$ cat src/rtl/mul_arbiter_pkg.sv
// Shared FP32 field layout, default exponent bias and operand bundle for the
// shared-multiplier arbiter.
package mul_arbiter_pkg;
  localparam int SIGN_W = 1;
  localparam int EXP_W  = 8;
  localparam int MAN_W  = 23;
  localparam int FP_W   = SIGN_W + EXP_W + MAN_W;

  localparam logic [EXP_W-1:0] BIAS    = 8'd127;
  localparam logic [FP_W-1:0]  FP_ZERO = 32'h0;

  typedef struct packed {
    logic [FP_W-1:0] a;
    logic [FP_W-1:0] b;
  } op_pair_t;
endpackage

$ cat src/rtl/Mul.sv
// Combinational FP32 multiplier: truncating mantissa product, a zero exponent
// field is treated as zero, no NaN/Inf or exponent range handling.
module Mul
  import mul_arbiter_pkg::*;
#(
  parameter logic [EXP_W-1:0] BIAS = mul_arbiter_pkg::BIAS
) (
  input  logic [FP_W-1:0] a,
  input  logic [FP_W-1:0] b,
  output logic [FP_W-1:0] p
);
  logic [EXP_W-1:0]     ea, eb;
  logic [MAN_W:0]       ma, mb;
  logic [2*MAN_W+1:0]   mp;
  logic [EXP_W+1:0]     ep;
  logic [MAN_W-1:0]     man;
  logic                 sgn, zero;
  logic                 unused_bits;

  assign ea   = a[FP_W-2 -: EXP_W];
  assign eb   = b[FP_W-2 -: EXP_W];
  assign ma   = {1'b1, a[MAN_W-1:0]};
  assign mb   = {1'b1, b[MAN_W-1:0]};
  assign sgn  = a[FP_W-1] ^ b[FP_W-1];
  assign zero = (ea == '0) || (eb == '0);
  assign mp   = ma * mb;

  // Product of two 1.x mantissas lies in [1,4); the top bit selects the shift.
  assign ep  = {2'b0, ea} + {2'b0, eb} - {2'b0, BIAS} + {{(EXP_W+1){1'b0}}, mp[2*MAN_W+1]};
  assign man = mp[2*MAN_W+1] ? mp[2*MAN_W -: MAN_W] : mp[2*MAN_W-1 -: MAN_W];

  assign p = zero ? FP_ZERO : {sgn, ep[EXP_W-1:0], man};

  assign unused_bits = ^{ep[EXP_W+1:EXP_W], mp[MAN_W-1:0]};
endmodule

$ cat src/rtl/mul_arbiter.sv
// Round-robin arbiter feeding N requesters into one shared FP32 multiplier
// through a two-stage pipeline with output backpressure.
module mul_arbiter
  import mul_arbiter_pkg::*;
#(
  parameter int               N    = 4,
  parameter int               IDW  = 2,
  parameter logic [EXP_W-1:0] BIAS = mul_arbiter_pkg::BIAS
) (
  input  logic                 clk,
  input  logic                 rst_n,
  input  logic [N-1:0]         req_valid,
  input  logic [FP_W*N-1:0]    req_a,
  input  logic [FP_W*N-1:0]    req_b,
  output logic [N-1:0]         req_ready,
  output logic                 out_valid,
  output logic [FP_W-1:0]      out_data,
  output logic [IDW-1:0]       out_id,
  input  logic                 out_ready,
  output logic                 busy
);
  localparam int STAGES = 2;

  logic [N-1:0][FP_W-1:0] a_lane, b_lane;
  logic [STAGES:1]        vld_pipe;
  logic [IDW-1:0]         rr, gnt_id, s1_id;
  logic                   gnt_any, en, hs;
  op_pair_t               s1_op;
  logic [FP_W-1:0]        prod;
  int                     j;

  assign a_lane    = req_a;
  assign b_lane    = req_b;
  assign out_valid = vld_pipe[STAGES];
  assign en        = !vld_pipe[STAGES] || out_ready;
  assign busy      = |vld_pipe;

  // First valid requester at or after rr, wrapping past N-1.
  always_comb begin
    gnt_any = 1'b0;
    gnt_id  = rr;
    j       = 0;
    for (int k = 0; k < N; k++) begin
      j = int'(rr) + k;
      if (j >= N) j = j - N;
      if (!gnt_any && req_valid[j[IDW-1:0]]) begin
        gnt_any = 1'b1;
        gnt_id  = IDW'(j);
      end
    end
  end

  always_comb begin
    req_ready = '0;
    if (rst_n && en && gnt_any) req_ready[gnt_id] = 1'b1;
  end

  assign hs = |req_ready;

  always_ff @(posedge clk or negedge rst_n) begin
    if (!rst_n) begin
      vld_pipe <= '0;
      rr       <= '0;
      s1_op    <= '0;
      s1_id    <= '0;
      out_data <= FP_ZERO;
      out_id   <= '0;
    end else begin
      if (hs) rr <= (gnt_id == IDW'(N-1)) ? '0 : gnt_id + 1'b1;
      if (en) begin
        vld_pipe <= {vld_pipe[STAGES-1:1], hs};
        if (hs) begin
          s1_op <= '{a: a_lane[gnt_id], b: b_lane[gnt_id]};
          s1_id <= gnt_id;
        end
        out_data <= prod;
        out_id   <= s1_id;
      end
    end
  end

  Mul #(.BIAS(BIAS)) u_mul (
    .a (s1_op.a),
    .b (s1_op.b),
    .p (prod)
  );
endmodule

$ cat config.mk
export PLATFORM = sky130hd
export DESIGN_NAME = mul_arbiter
export DESIGN_NICKNAME = d
export VERILOG_FILES = /design/src/rtl/mul_arbiter_pkg.sv /design/src/rtl/Mul.sv /design/src/rtl/mul_arbiter.sv
export SDC_FILE = /design/constraint.sdc
export NUM_CORES = 2
export LEC_CHECK = 0
export CORE_UTILIZATION = 50
export DETAILED_ROUTE_END_ITERATION = 10
export PLACE_DENSITY = 0.76
export SYNTH_ARGS = -nofsm -noshare
export SYNTH_HDL_FRONTEND = slang
export SYNTH_HIERARCHICAL = 1
export SYNTH_SLANG_ARGS = --single-unit
$ cat constraint.sdc
create_clock -name clk -period 7.7 [get_ports clk]
set_input_delay 1.155 -clock clk [delete_from_list [all_inputs] [get_ports clk]]
set_output_delay 1.155 -clock clk [all_outputs]
set_load 0.05 [all_outputs]
==> flow_summary.yaml <==
synth:
  synth_edf_count: 0
  synthTopCellsByArea: "fa_1 38%, dfrtp_1 10%, inv_1 9.4%, ha_1 9.0%, and2_1 5.3%"
  syn_nets: 3756
  yosysWarningCount: 6
  synth_top_area_share_pct: 38.0
  syn_area_sq_um: 25400
  yosysUniqueCellTypes: 74
  synthArstFlopShare_pct: 100
  ys_seq_area_share_pct: 10.3
  synth_cells: 2828
  synth_ff_type: "dfrtp_1"
  yosysTopAreaCell: "fa_1"
  syn_area_per_cell_sq_um: 8.97
  synth.ff_latch_count: 104
critical_path:
  max_stage_delay_ns: 0.55
  crit_required_ns: 7.98
  slowest_stage: "fa_1"
  arrival_ns: 8.36
  startpoint_type: "register"
  crit_fanout: 8
  end_kind: "register"
  path_class: "register to register"
  cp_common_cell: "fa_1"
  worst-r2r-setup-slack_ns: -0.38
floorplan:
  die_h_um: 227
  rows: 82
  fp.dieW_um: 227
  die-area_sq_um: 51600
  io-pin-count: 303
  initial_core_util_pct: 50.7
  core_area_sq_um: 50100
job:
  drv_cap: 0
sta:
  slew_viol_final: 0
  setup_viol: 5
  fin_setup_tns_ns: -1.27
  fmax_mhz: 124
  setup_slack_ns: -0.377
  slew-limit-headroom_pct: 26.6
  period_share_pct: 105
  skew_ns: 0.0144
  tightest_slew_ns: 1.10
  fin_crit_ns: 8.08
  rsz0062_at_grt: "true"
  final_hold_viol_count: 0
placed_design:
  place_ws_ns: -0.597
  gp_congestion: 0.968
  numPortBuffers: 302
  dp_hpwl_um: 69000
  dpl.cell_count: 3918
detailed_routing:
  drt-total-wl_um: 82600
  drtIter0Drc: 1398
  avgRoutedWirePerCell_um: 20.8
  ant_nets: 0
  via_per_inst: 5.53
  drc: 0
  vias: 21960
  dr.pass1.iters: 5
clock_tree:
  cts_max_level: 3
  cts.sinks: 104
  cts_tree: "done"
  cts_root_buffer: "clkbuf_16"
  clkLatencyLatePin_ns: 0.39
  clk_pin_slew_worst_paths_ns: 0.08
  clockBufferDepth: 2
  cts_buffers: 9
grt:
  grt_util_all_layers_pct: 32.8
  antenna_found_initial: 7
  grt_pass1_wl_um: 128000
  grt_max_degree: 65
  grt_pass1_vias: 23759
  grt.overflow.total: 0
run_status:
  run_status: "finished with violations"
  violations: "setup timing"
cells_and_area:
  syn2layout_area_growth_pct: 25.4
  finalNetCount: 4215
  final_cell_mix: "628 x inv_1, 473 x fa_1, 314 x nand2_1"
  layout_commonest_cell: "inv_1"
  drive_above_1_share_pct: 14.0
  layoutNonFillerInstCount: 3969
hold_path:
  hp-class: "register to register"
-- registers in the layout, summed over array words and instances, names as in the netlist --
signal    cells
out_data     32
out_id        2
s1_op        64
rr            2
s1_id         2
vld_pipe      2
-- routing by layer --
layer,up-vias,share of wire (%),track usage (%)
li1,9640,-,-
met1,10949,37,38.8
met2,1096,48,55.4
met3,273,8.4,7.19
met4,2,6.2,18.4
met5,-,0.015,0
-- cell usage after synthesis (all sizes together), types with 3 or more instances --
cell type / count
inv: 637
fa: 482
nand2: 322
and2: 215
ha: 183
clkbuf: 117
dfrtp: 104
o21ai: 98
mux2i: 88
nor2: 87
a21o: 85
nand3: 72
o221ai: 64
a21oi: 50
buf: 43
mux2: 33
xnor2: 30
nand4: 13
nor3: 8
nor4: 8
o211ai: 8
o21bai: 7
xor2: 7
a31oi: 6
nor2b: 6
o21a: 6
and3: 5
nor3b: 4
a211oi: 3
a41oi: 3
nand2b: 3
nand3b: 3
or2: 3
-- worst paths after layout --
kind / depth (start not counted) / to / start
max in group asynchronous: 2 / s1_op[9] / rst_n
hold reg to reg: 2 / out_id[0] / out_id[0]
hold / removal: 2 / out_id[0] / out_id[0]
setup reg to reg: 34 / out_data[28] / s1_op[41]
setup / recovery: 34 / out_data[28] / s1_op[41]
min in group asynchronous: 1 / vld_pipe[2] / rst_n
-- critical path, delay by kind of cell, from the launching register on --
family / cells / cell delay (ns)
flops: 1 / 0.40
mux: 1 / 0.30
xor+xnor: 2 / 0.32
simple gates: 7 / 1.02
buf+inv: 8 / 0.79
fa+ha+maj: 9 / 4.18
compound gates: 7 / 0.94
-- metrics by stage --
step,hold WS [ns],util [%],instance area (sq um)
after floorplan,0.455,-,25800
after global placement,0.474,62.1,31100
after detailed placement,0.484,62.1,31100
after CTS,0.506,63.1,31600
after global routing,0.533,63.5,31800
final,0.503,63.5,31800
-- area by class of cell --
| cell class | instances | area (sq um) |
|---|---|---|
| Antenna cell | 5 | 12.5 |
| Clock buffer | 9 | 225 |
| Clock inverter | 7 | 81.3 |
| Fill cell | 4228 | 18300 |
| Inverter | 639 | 2410 |
| Multi-Input combinational cell | 1925 | 19900 |
| Sequential cell | 104 | 2630 |
| Tap cell | 672 | 841 |
| Timing Repair Buffer | 608 | 5680 |
-- what timing repair did --
action / 4_1_cts / 5_1_grt
setup endpoints to repair: 7 / 7
hold buffers: 0 / 0
buffers inserted: 15 / 15
pin swaps: 3 / 22
hold endpoints to repair: 0 / 0
gates resized for setup: 25 / 21
-- cell families after synthesis --
group	synth area share, %
AOI/OAI and AO/OA	9.69
xor gates and xnor gates	1.35
and+or+nand+nor	14.4
DFF	10.3
adders and majority gates	47.1
buffers and inverters	12.3
muxes	4.94
Power is left out: the tool's default activity adds up to more than one toggle a clock period on the data nets, which glitch-free logic cannot reach.
